--- config.mk ---
export PLATFORM = sky130hd
export DESIGN_NAME = dpi_stream_feeder
export DESIGN_NICKNAME = d
export VERILOG_FILES = /design/src/rtl/dpi_stream_feeder.sv
export SDC_FILE = /design/constraint.sdc
export NUM_CORES = 2
export LEC_CHECK = 0
export ABC_AREA = 1
export ABC_CLOCK_PERIOD_IN_PS = 1900
export BUFFER_PORTS_ARGS = -buffer_cell sky130_fd_sc_hd__buf_4
export CORE_MARGIN = 5
export CORE_UTILIZATION = 57
export CTS_CLUSTER_SIZE = 8
export DETAILED_ROUTE_END_ITERATION = 10
export PLACE_DENSITY = 0.77
export SLEW_MARGIN = 10
export SYNTH_ARGS = -nofsm -noshare
export SYNTH_HDL_FRONTEND = slang
export SYNTH_SLANG_ARGS = --single-unit
--- constraint.sdc ---
create_clock -name clk -period 1.9 [get_ports clk]
set_clock_uncertainty 0.1 [all_clocks]
set_input_delay 0.285 -clock clk [delete_from_list [all_inputs] [get_ports clk]]
set_output_delay 0.285 -clock clk [all_outputs]
set_load 0.01 [all_outputs]
--- src/rtl/dpi_stream_feeder.sv ---
// Serialises ingress packet words into the per-byte matcher stream and drives
// stream_id / enable / new_stream_id from a per-flow table.
module dpi_stream_feeder #(
  parameter int unsigned SID_W   = 6,
  parameter int unsigned NUM_M   = 16,
  parameter int unsigned EOP_GAP = 2
) (
  input  logic             clk,
  input  logic             rst_n,
  input  logic             in_valid,
  output logic             in_ready,
  input  logic [31:0]      in_data,
  input  logic             in_sop,
  input  logic             in_eop,
  input  logic [1:0]       in_nbytes,
  input  logic [SID_W-1:0] in_sid,
  input  logic             cfg_we,
  input  logic             cfg_clr,
  input  logic [SID_W-1:0] cfg_sid,
  input  logic [NUM_M-1:0] cfg_mask,
  output logic             load_state,
  output logic             new_stream_id,
  output logic [SID_W-1:0] stream_id,
  output logic [NUM_M-1:0] enable,
  output logic [7:0]       char_in,
  output logic             char_in_vld,
  output logic             eop,
  output logic [15:0]      pkt_cnt,
  output logic             proto_err
);

  localparam int unsigned NUM_FLOWS = 1 << SID_W;
  localparam int unsigned GAP_W     = (EOP_GAP > 1) ? $clog2(EOP_GAP) : 1;

  typedef enum logic [2:0] {
    S_IDLE, S_LOAD, S_PRIME, S_STREAM, S_DRAIN, S_EOP
  } state_t;

  state_t              state_q, state_d;
  logic [31:0]         word_q, word_d;
  logic                last_q, last_d;
  logic [1:0]          nb_q, nb_d;
  logic [1:0]          idx_q, idx_d;
  logic                have_q, have_d;
  logic [GAP_W-1:0]    gap_q, gap_d;
  logic [NUM_FLOWS-1:0] seen_q;
  logic [NUM_M-1:0]    mask_q [NUM_FLOWS];

  logic                acc_c, take_sop_c;
  logic                in_ready_d, load_d, new_d, vld_d, eop_d, perr_d;
  logic [SID_W-1:0]    sid_d;
  logic [NUM_M-1:0]    en_d;
  logic [7:0]          char_d;
  logic [15:0]         cnt_d;

  // Index of the last byte to emit from a held word.
  function automatic logic [1:0] final_idx(input logic last, input logic [1:0] nb);
    return last ? nb : 2'd3;
  endfunction

  function automatic logic [7:0] pick_byte(input logic [31:0] w, input logic [1:0] idx);
    logic [7:0] b;
    unique case (idx)
      2'd0:    b = w[31:24];
      2'd1:    b = w[23:16];
      2'd2:    b = w[15:8];
      default: b = w[7:0];
    endcase
    return b;
  endfunction

  // Next-state and next-output logic; outputs reflect the state being entered.
  always_comb begin
    state_d    = state_q;
    word_d     = word_q;
    last_d     = last_q;
    nb_d       = nb_q;
    idx_d      = idx_q;
    have_d     = have_q;
    gap_d      = gap_q;
    load_d     = 1'b0;
    new_d      = 1'b0;
    sid_d      = stream_id;
    en_d       = enable;
    perr_d     = proto_err;
    take_sop_c = 1'b0;
    acc_c      = in_valid & in_ready;

    unique case (state_q)
      S_IDLE: begin
        if (acc_c && in_sop) begin
          state_d    = S_LOAD;
          word_d     = in_data;
          last_d     = in_eop;
          nb_d       = in_nbytes;
          load_d     = 1'b1;
          new_d      = ~seen_q[in_sid] | (cfg_clr & (cfg_sid == in_sid));
          sid_d      = in_sid;
          en_d       = mask_q[in_sid];
          take_sop_c = 1'b1;
        end
      end
      S_LOAD:  state_d = S_PRIME;
      S_PRIME: begin
        state_d = S_STREAM;
        idx_d   = 2'd0;
        have_d  = 1'b1;
      end
      S_STREAM: begin
        if (have_q && (idx_q != final_idx(last_q, nb_q))) begin
          idx_d = idx_q + 2'd1;
        end else if (have_q && last_q) begin
          have_d  = 1'b0;
          gap_d   = '0;
          state_d = (EOP_GAP == 0) ? S_EOP : S_DRAIN;
        end else if (acc_c) begin
          word_d = in_data;
          last_d = in_eop;
          nb_d   = in_nbytes;
          idx_d  = 2'd0;
          have_d = 1'b1;
          if (in_sop) perr_d = 1'b1;
        end else begin
          have_d = 1'b0;
        end
      end
      S_DRAIN: begin
        if (gap_q == GAP_W'(EOP_GAP - 1)) state_d = S_EOP;
        else gap_d = gap_q + 1'b1;
      end
      S_EOP:   state_d = S_IDLE;
      default: state_d = S_IDLE;
    endcase

    vld_d      = (state_d == S_STREAM) & have_d;
    char_d     = vld_d ? pick_byte(word_d, idx_d) : 8'd0;
    in_ready_d = (state_d == S_IDLE) |
                 ((state_d == S_STREAM) &
                  (~have_d | ((idx_d == final_idx(last_d, nb_d)) & ~last_d)));
    eop_d      = (state_d == S_EOP);
    cnt_d      = eop_d ? pkt_cnt + 16'd1 : pkt_cnt;
  end

  always_ff @(posedge clk or negedge rst_n) begin
    if (!rst_n) begin
      state_q       <= S_IDLE;
      word_q        <= '0;
      last_q        <= 1'b0;
      nb_q          <= '0;
      idx_q         <= '0;
      have_q        <= 1'b0;
      gap_q         <= '0;
      in_ready      <= 1'b0;
      load_state    <= 1'b0;
      new_stream_id <= 1'b0;
      stream_id     <= '0;
      enable        <= '0;
      char_in       <= '0;
      char_in_vld   <= 1'b0;
      eop           <= 1'b0;
      pkt_cnt       <= '0;
      proto_err     <= 1'b0;
    end else begin
      state_q       <= state_d;
      word_q        <= word_d;
      last_q        <= last_d;
      nb_q          <= nb_d;
      idx_q         <= idx_d;
      have_q        <= have_d;
      gap_q         <= gap_d;
      in_ready      <= in_ready_d;
      load_state    <= load_d;
      new_stream_id <= new_d;
      stream_id     <= sid_d;
      enable        <= en_d;
      char_in       <= char_d;
      char_in_vld   <= vld_d;
      eop           <= eop_d;
      pkt_cnt       <= cnt_d;
      proto_err     <= perr_d;
    end
  end

  // Seen bitmap: a coincident retire and load of the same flow leaves it seen.
  always_ff @(posedge clk or negedge rst_n) begin
    if (!rst_n) begin
      seen_q <= '0;
    end else begin
      if (cfg_clr)    seen_q[cfg_sid] <= 1'b0;
      if (take_sop_c) seen_q[in_sid]  <= 1'b1;
    end
  end

  always_ff @(posedge clk or negedge rst_n) begin
    if (!rst_n) begin
      for (int i = 0; i < int'(NUM_FLOWS); i++) mask_q[i] <= '0;
    end else if (cfg_we) begin
      mask_q[cfg_sid] <= cfg_mask;
    end
  end

endmodule

==> flow_summary.json <==
{
  "status": "finished, violations left",
  "violations": "setup timing",
  "r2r_cells": 12,
  "cp-startpoint": "last_q",
  "timing.final.crit_share": 1.037,
  "ir_drop_v": 0.0009001,
  "ys_ff_latch": 1182,
  "cts_tree": "done",
  "std_cell_rows": 113,
  "wl_um": 184000,
  "crit_type": "reg2reg",
  "layout-drive-gt1-share": 0.1297,
  "synth_seq_area_share": 0.5429,
  "required_ns": 2.48,
  "final.setup.tns_ns": -0.1011,
  "rrSetupSlack_ns": -0.07,
  "drt_iter0_drc": 6925,
  "antenna_found_initial": 9,
  "synth.distinct_cells": 35,
  "h-tree-depth": 4,
  "holdCritStartpoint": "cfg_sid[2]",
  "die_y_um": 319.2,
  "netlist_area_mm2": 0.05448,
  "finalSetupViolations": 4,
  "start_util": 0.5743,
  "synthCells": 6968,
  "worstSetupStartpointType": "flip-flop",
  "grt_overflow": 0,
  "cts_made_buffers": 165,
  "die_area_mm2": 0.1019,
  "coreArea_mm2": 0.09487,
  "wl_per_cell_um": 21.49,
  "place_hpwl_um": 113400,
  "worst_skew_pair.late_latency_ns": 0.76,
  "drv_cap": 0,
  "io_pins": 121,
  "cts-root-buf": "clkbuf_16",
  "hold_viol_final": 0,
  "rsz0062_at_grt": "true",
  "hp-class": "in2reg",
  "cts_max_path_buffers": 3,
  "hold_slack_ns": 0.06842,
  "dr_total_vias": 51530,
  "grt_pass1_vias": 50210,
  "fin_nets": 7351,
  "port_buffers": 120,
  "gp_congestion": 1.000,
  "endpoint_kind": "flip-flop",
  "synth-warning-count": 0,
  "clk_pin_slew_ns": 0.05,
  "syn_area_per_cell_um2": 7.819,
  "finalCoreUtilization": 0.6966,
  "synth.net_count": 7038,
  "crit_arrival_ns": 2.55,
  "layout_common_cells": "nand2_1 (2820), dfrtp_1 (1180), o21ai_0 (1163), buf_4 (431), a21oi_1 (291)",
  "worstMarginPinSlew_ns": 0.6841,
  "clock_sinks": 1182,
  "path_max_fanout": 6,
  "syn_to_final_growth_pct": 21.29,
  "r2r-start": "last_q",
  "finalMaxSlewViolations": 0,
  "period_needed_ns": 1.969,
  "leakage_nw": 31.71,
  "clock.fmax_mhz": 507.8,
  "remaining_drc_errors": 0,
  "vias_per_cell": 6.018,
  "grt_usage": 0.3522,
  "finalWorstSetupSlack_ns": -0.06942,
  "drtPass1Iterations": 9,
  "grt_pass1_wl_um": 285200,
  "p_per_area_mw_per_mm2": 1053,
  "die_x_um": 319.2,
  "min_path_cells": 5,
  "grt_max_degree": 107,
  "drtAntennaViolNets": 0,
  "slew_headroom": 0.5440,
  "mostFrequentLayoutCell": "nand2_1"
}
[layout make-up]
cell class | instances | area [µm²]
Sequential cell | 1182 | 29580
Clock inverter | 9 | 112.6
Tap cell | 1265 | 1583
Inverter | 241 | 932.1
Fill cell | 7032 | 28790
Timing Repair Buffer | 679 | 7562
Antenna cell | 4 | 10.01
Clock buffer | 171 | 4268
Multi-Input combinational cell | 5012 | 22040
[critical path: stages (launching register included)]
cell     delay (ns)
dfrtp_2        0.44
nand2_2        0.11
nand3_1        0.15
nor2_4         0.18
nand2_8        0.10
nand2_8        0.13
buf_12         0.13
nand2_1        0.06
nand2_1        0.09
nand2_1        0.07
nand2_1        0.09
nand2_1        0.07
a21oi_1        0.17
[cells in the mapped netlist, drive strengths merged]
master | count | area (µm²)
nand4 | 67 | 419.2
dfrtp | 1182 | 29580
inv | 224 | 840.8
nand3 | 223 | 1131
buf | 166 | 832.1
a21oi | 297 | 1486
nor2 | 167 | 651.9
o22ai | 19 | 118.9
a21boi | 2 | 15.01
xnor2 | 7 | 61.31
clkbuf | 367 | 1378
nand2 | 2842 | 10680
o2111ai | 1 | 8.760
ha | 1 | 12.51
xor2 | 9 | 78.83
o21bai | 1 | 7.510
nand3b | 27 | 202.7
or2 | 16 | 100.1
o31ai | 11 | 82.58
o21ai | 1287 | 6441
or3 | 1 | 6.260
o211ai | 1 | 7.510
nor3 | 33 | 280.3
clkinv | 17 | 63.81
[stage by stage]
stage	total power, mW	instances	area (µm²)	worst slack, ns
after floorplan	37.16	6968	54480	0.1133
after global placement	41.93	8304	60650	-0.7489
after detailed placement	42.38	8304	60650	-0.7120
after CTS	68.68	8546	65670	0.007462
after global routing	72.44	8560	66080	-0.1819
final	69.60	8563	66080	-0.06942
[kinds of logic after synthesis]
logic type,Yosys count,share of synthesized area
AND/OR/NAND/NOR,3376,0.2473
AO/OA/AOI/OAI,1619,0.1499
flip-flops,1182,0.5429
buffers and inverters,774,0.05716
XOR/XNOR,16,0.002572
adder cells (fa/ha/maj),1,0.0002296
[power by group]
| group | switching (mW) | internal (mW) | total, mW |
|---|---|---|---|
| clock | 10.5 | 15.7 | 26.2 |
| sequential | 2.21 | 28.8 | 31.0 |
| combinational | 7.61 | 4.79 | 12.4 |
| total | 20.4 | 49.2 | 69.6 |
[layer usage]
| metal | share of wire | GRT usage | up-vias | wire length, µm |
|---|---|---|---|---|
| met5 | 0.00020 | 0 | - | 37 |
| met4 | 0.055 | 0.1683 | 6 | 10050 |
| met3 | 0.12 | 0.09481 | 657 | 22040 |
| met2 | 0.44 | 0.5355 | 3324 | 81480 |
| met1 | 0.38 | 0.4750 | 24490 | 70390 |
| li1 | - | - | 23050 | - |
[flip-flops by register name, indices dropped and copies added (netlist names), 2 cells and up]
name	count
mask_q	1024
seen_q	64
word_q	32
enable	16
pkt_cnt	16
char_in	8
stream_id	6
state_q	3
idx_q	2
nb_q	2
[final timing paths]
path / end
min in group asynchronous: mask_q[327]
setup reg to reg: char_in[0]
hold / removal: seen_q[58]
max in group asynchronous: mask_q[563]
setup / recovery: char_in[0]
hold reg to reg: mask_q[670]
[repair_timing]
action,CTS,global route
resized for setup,6,85
hold endpoints to repair,1824,0
pin swaps,0,17
hold buffers,62,0
endpoints found under the setup margin,54,243
cloned,0,5
setup buffers,0,8
Note: power is estimated with default switching activity, not from simulation.
